File: config.mk
export PLATFORM = sky130hd
export DESIGN_NAME = register_file
export DESIGN_NICKNAME = d
export VERILOG_FILES = /design/src/rtl/regfile_pkg.sv /design/src/rtl/regfile_read_port.sv /design/src/rtl/register_file.sv
export SDC_FILE = /design/constraint.sdc
export NUM_CORES = 2
export LEC_CHECK = 0
export CORE_MARGIN = 4
export CORE_UTILIZATION = 40
export DETAILED_ROUTE_END_ITERATION = 12
export DONT_BUFFER_PORTS = 1
export PLACE_DENSITY = 0.56
export SYNTH_ARGS = -nofsm -noshare
export SYNTH_HDL_FRONTEND = slang
export SYNTH_HIERARCHICAL = 1
export SYNTH_SLANG_ARGS = --single-unit
export TNS_END_PERCENT = 20
File: constraint.sdc
create_clock -name clk -period 2.15 [get_ports clk]
set_input_delay 0.215 -clock clk [delete_from_list [all_inputs] [get_ports clk]]
set_output_delay 0.215 -clock clk [all_outputs]
set_load 0.005 [all_outputs]
File: src/rtl/regfile_pkg.sv
// Shared types and default sizing for the register file and its read ports.
package regfile_pkg;

    localparam int WORDSIZE_DEF = 64;
    localparam int SIZE_DEF     = 32;
    localparam int ADDR_W       = 5;

    typedef logic [WORDSIZE_DEF-1:0] word_t;
    typedef logic [ADDR_W-1:0]       reg_addr_t;

endpackage

File: src/rtl/regfile_read_port.sv
// Combinational index-to-word mux for one read port.
// Honors REGFILE_ZERO_REG_EN (register 0 always reads zero).
module regfile_read_port
    import regfile_pkg::*;
#(
    parameter int WORDSIZE = WORDSIZE_DEF,
    parameter int SIZE     = SIZE_DEF
) (
    input  logic [WORDSIZE-1:0] regs [SIZE],
    input  reg_addr_t           addr,
    output logic [WORDSIZE-1:0] data
);

    always_comb begin
        data = '0;
        // Addresses beyond the populated range read as zero.
        if (int'(addr) < SIZE) begin
            data = regs[addr];
        end
`ifdef REGFILE_ZERO_REG_EN
        if (addr == '0) begin
            data = '0;
        end
`endif
    end

endmodule

File: src/rtl/register_file.sv
// Register file: one synchronous write port, two asynchronous read ports.
// Optional macro REGFILE_ZERO_REG_EN hardwires register 0 to zero.
module register_file
    import regfile_pkg::*;
#(
    parameter int WORDSIZE = WORDSIZE_DEF,
    parameter int SIZE     = SIZE_DEF
) (
    input  logic                clk,
    input  logic                rst_n,
    input  logic                write_en,
    input  reg_addr_t           write_addr,
    input  logic [WORDSIZE-1:0] write_data,
    input  reg_addr_t           addr_a,
    output logic [WORDSIZE-1:0] data_a,
    input  reg_addr_t           addr_b,
    output logic [WORDSIZE-1:0] data_b
);

    logic [WORDSIZE-1:0] regs [SIZE];
    logic                write_hit;

    always_comb begin
        write_hit = write_en && (int'(write_addr) < SIZE);
`ifdef REGFILE_ZERO_REG_EN
        if (write_addr == '0) begin
            write_hit = 1'b0;
        end
`endif
    end

    // Storage is cleared by reset so no register ever holds X.
    always_ff @(posedge clk or negedge rst_n) begin
        if (!rst_n) begin
            for (int i = 0; i < SIZE; i++) begin
                regs[i] <= '0;
            end
        end else if (write_hit) begin
            regs[write_addr] <= write_data;
        end
    end

    regfile_read_port #(
        .WORDSIZE (WORDSIZE),
        .SIZE     (SIZE)
    ) u_port_a (
        .regs (regs),
        .addr (addr_a),
        .data (data_a)
    );

    regfile_read_port #(
        .WORDSIZE (WORDSIZE),
        .SIZE     (SIZE)
    ) u_port_b (
        .regs (regs),
        .addr (addr_b),
        .data (data_b)
    );

endmodule

==> results.py <==
metrics = {
    "run_status": {
        "violations": "max-slew violations, negative setup slack",
        "status": "complete, but fails checks",
    },
    "timing": {
        "drv_slew": 232,
        "max_slew_margin": -0.551,
        "finClkSkew_ns": 0,
        "post-route-min-period_ns": 3.64,
        "worstMarginPinSlew_ns": 2.33,
        "setup_violations": 315,
        "fin_ws_ns": -1.49,
        "rsz0062_at_grt": "yes",
        "period_share": 1.69,
        "fmax_ghz": 0.275,
        "hold_violations": 0,
    },
    "power": {
        "p_leak_nw": 52.8,
        "ir_drop_uv": 896,
        "p_per_area_mw_per_mm2": 933,
    },
    "setup_path": {
        "start_kind": "input pin",
        "crit_path_max_fanout": 470,
        "cp-end-kind": "output port",
        "r2r_slack_ns": 0.82,
        "crit_start": "addr_b[0]",
        "critPathCapture": "data_b[19]",
        "crit_type": "input pin to output port",
        "r2r_start": "regs[204]",
        "rr_worst_depth": 2,
        "cp.required_ns": 1.93,
        "arrival_ns": 3.42,
        "r2r_end": "regs[204]",
    },
    "layout": {
        "drive_gt1_frac": 0.625,
        "layout.nets": 6482,
        "top_regs": "regs (2048)",
        "final_area_mm2": 0.124,
        "largest_reg_flops": 2048,
        "area_growth_pct": 13.8,
        "max_flop_register": "regs",
    },
    "clock_tree": {
        "clkSlewWorstSetupHoldPaths_ns": 0.06,
        "cts_root_buffer": "clkbuf_16",
        "cts_tree": "built",
        "cts_inserted_buffers": 227,
        "clkLatencyLatePin_ns": 0.87,
        "htree_levels": 4,
        "cts_sinks": 2048,
        "ctsLongestPathBuffers": 3,
    },
    "place": {
        "dpl.hpwl_um": 170000,
        "port_buffers": 0,
        "place.gp.congestion": 0.725,
        "place_ws_ns": -2.84,
        "place_area_mm2": 0.113,
    },
    "grt": {
        "antenna_found_initial": 18,
        "grt_pass1_vias": 67900,
        "grt_pass1_wl_um": 494000,
        "grt_usage": 0.240,
        "grt_max_degree": 471,
        "gr-total-overflow": 0,
    },
    "floorplan": {
        "start_util": 0.402,
        "die-area_mm2": 0.281,
        "die_w_um": 530,
        "die_height_um": 530,
        "pin_count": 210,
        "rows": 191,
        "core_area_mm2": 0.271,
    },
    "detailed_routing": {
        "routed_via_density": 6.23,
        "drt_iter0_drc": 4391,
        "wl_per_cell_um": 33.2,
        "drc": 0,
        "wirelength_um": 337000,
        "first_pass_iters": 5,
        "antenna_left": 0,
        "num_vias": 63300,
    },
    "logic_synthesis": {
        "yosysSeqAreaShare": 0.471,
        "yosysWarnings": 6,
        "synth_nets": 6642,
        "ys_ff_latch": 2048,
        "synth_ff_type": "dfrtp_1",
        "syn-mean-instance-area_um2": 16.6,
        "synth_edf_count": 0,
        "yosysUniqueCellTypes": 31,
        "async_flop_share": 1.00,
        "synth_area_mm2": 0.109,
        "synth_cells": 6560,
    },
    "hold_path": {
        "hold_path.class": "input pin to register",
    },
    "flow_run": {
        "cap_viol_max_count": 0,
    },
}
timing repair:
item / 4_1_cts / 5_1_grt
endpoints found under the hold margin: 2342 / 169
buffers inserted: 1 / 0
resized for setup: 176 / 108
hold buffers: 90 / 2
setup endpoints to repair: 1356 / 1295
pin swaps: 23 / 24
cloned: 9 / 8
layout by cell type (no fill, tap or decap), types with 5 or more instances in the layout:
master / n
a221oi_1: 14
a221oi_2: 25
a221oi_4: 11
buf_12: 100
buf_16: 15
buf_4: 105
buf_6: 21
bufbuf_16: 7
bufinv_16: 15
clkbuf_1: 51
clkbuf_16: 238
clkbuf_8: 69
clkinv_16: 9
clkinv_2: 40
dfrtp_1: 2048
diode_2: 8
dlygate4sd3_1: 75
mux2_1: 5
mux2_2: 2109
mux2_4: 86
mux2i_1: 210
mux2i_2: 8
mux4_2: 1132
nand2_4: 12
nor2_4: 12
nor2b_1: 24
o21ai_0: 19
o22a_1: 6
o22a_2: 20
o22ai_2: 21
o22ai_4: 29
metrics by stage:
stage / power (mW) / TNS, ns / utilization / hold slack, ns / std cells
floorplan: 68.5 / -0.909 / - / -0.0806 / 6560
global placement: 72.2 / -2281.08 / 0.418 / -0.0794 / 9643
detailed placement: 73.5 / -2738.06 / 0.418 / -0.0793 / 9644
CTS: 116 / -435.53 / 0.455 / 0.0139 / 10200
global route: 121 / -211.30 / 0.458 / 0.0484 / 10200
finish: 116 / -115.49 / 0.458 / 0.0966 / 10200
area by class of cell:
class / instances / area, um2
Clock inverter: 70 / 992
Fill cell: 23400 / 147000
Tap cell: 3570 / 4470
Antenna cell: 8 / 20.0
Inverter: 4 / 15.0
Clock buffer: 350 / 6900
Multi-Input combinational cell: 3782 / 55600
Sequential cell: 2048 / 51200
Timing Repair Buffer: 337 / 4690
kinds of logic after synthesis:
logic type | after synthesis | share of synthesized area
buffers and inverters | 730 | 0.0322
and+or+nand+nor | 80 | 0.00482
AOI/OAI and AO/OA | 152 | 0.0102
muxes | 3550 | 0.482
DFF | 2048 | 0.471
layer usage:
| metal | vias to the layer above | share of wire | global-route usage |
|---|---|---|---|
| li1 | 25500 | - | - |
| met1 | 35900 | 0.44 | 0.327 |
| met2 | 1494 | 0.49 | 0.406 |
| met3 | 461 | 0.044 | 0.0344 |
| met4 | 4 | 0.026 | 0.0631 |
| met5 | - | 0.000080 | 0 |
Yosys cell counts, types with 29 or more instances:
library cell	number	share of area
a221oi_1	50	0.0040
buf_1	38	0.0013
dfrtp_1	2048	0.47
mux2_2	2195	0.23
mux2i_1	218	0.020
buf_4	29	0.0020
clkbuf_1	344	0.012
buf_2	273	0.013
mux4_2	1132	0.23
buf_6	42	0.0043
o22ai_1	50	0.0029
how the worst min path moves through the flow:
stage,end,cells after the start,start
2_1_floorplan,regs[0],0,rst_n
3_3_place_gp,regs[1016],0,rst_n
3_5_place_dp,regs[632],0,rst_n
4_1_cts,regs[398],5,write_en
5_1_grt,regs[1455],3,write_addr[2]
6_report,regs[1455],3,write_addr[2]
critical path: stages:
cell and delay, ns:
mux4_2 1.26, mux2_4 0.33, o22ai_2 0.18, a221oi_2 0.07
buf_4 0.17, buf_4 0.13
where the power goes:
| group | total, mW | switching, mW | internal [mW] |
|---|---|---|---|
| Combinational | 23.5 | 7.72 | 15.8 |
| Sequential | 51.4 | 5.24 | 46.1 |
| Clock | 40.7 | 16.8 | 23.9 |
Note: power is estimated with default switching activity, not from simulation.
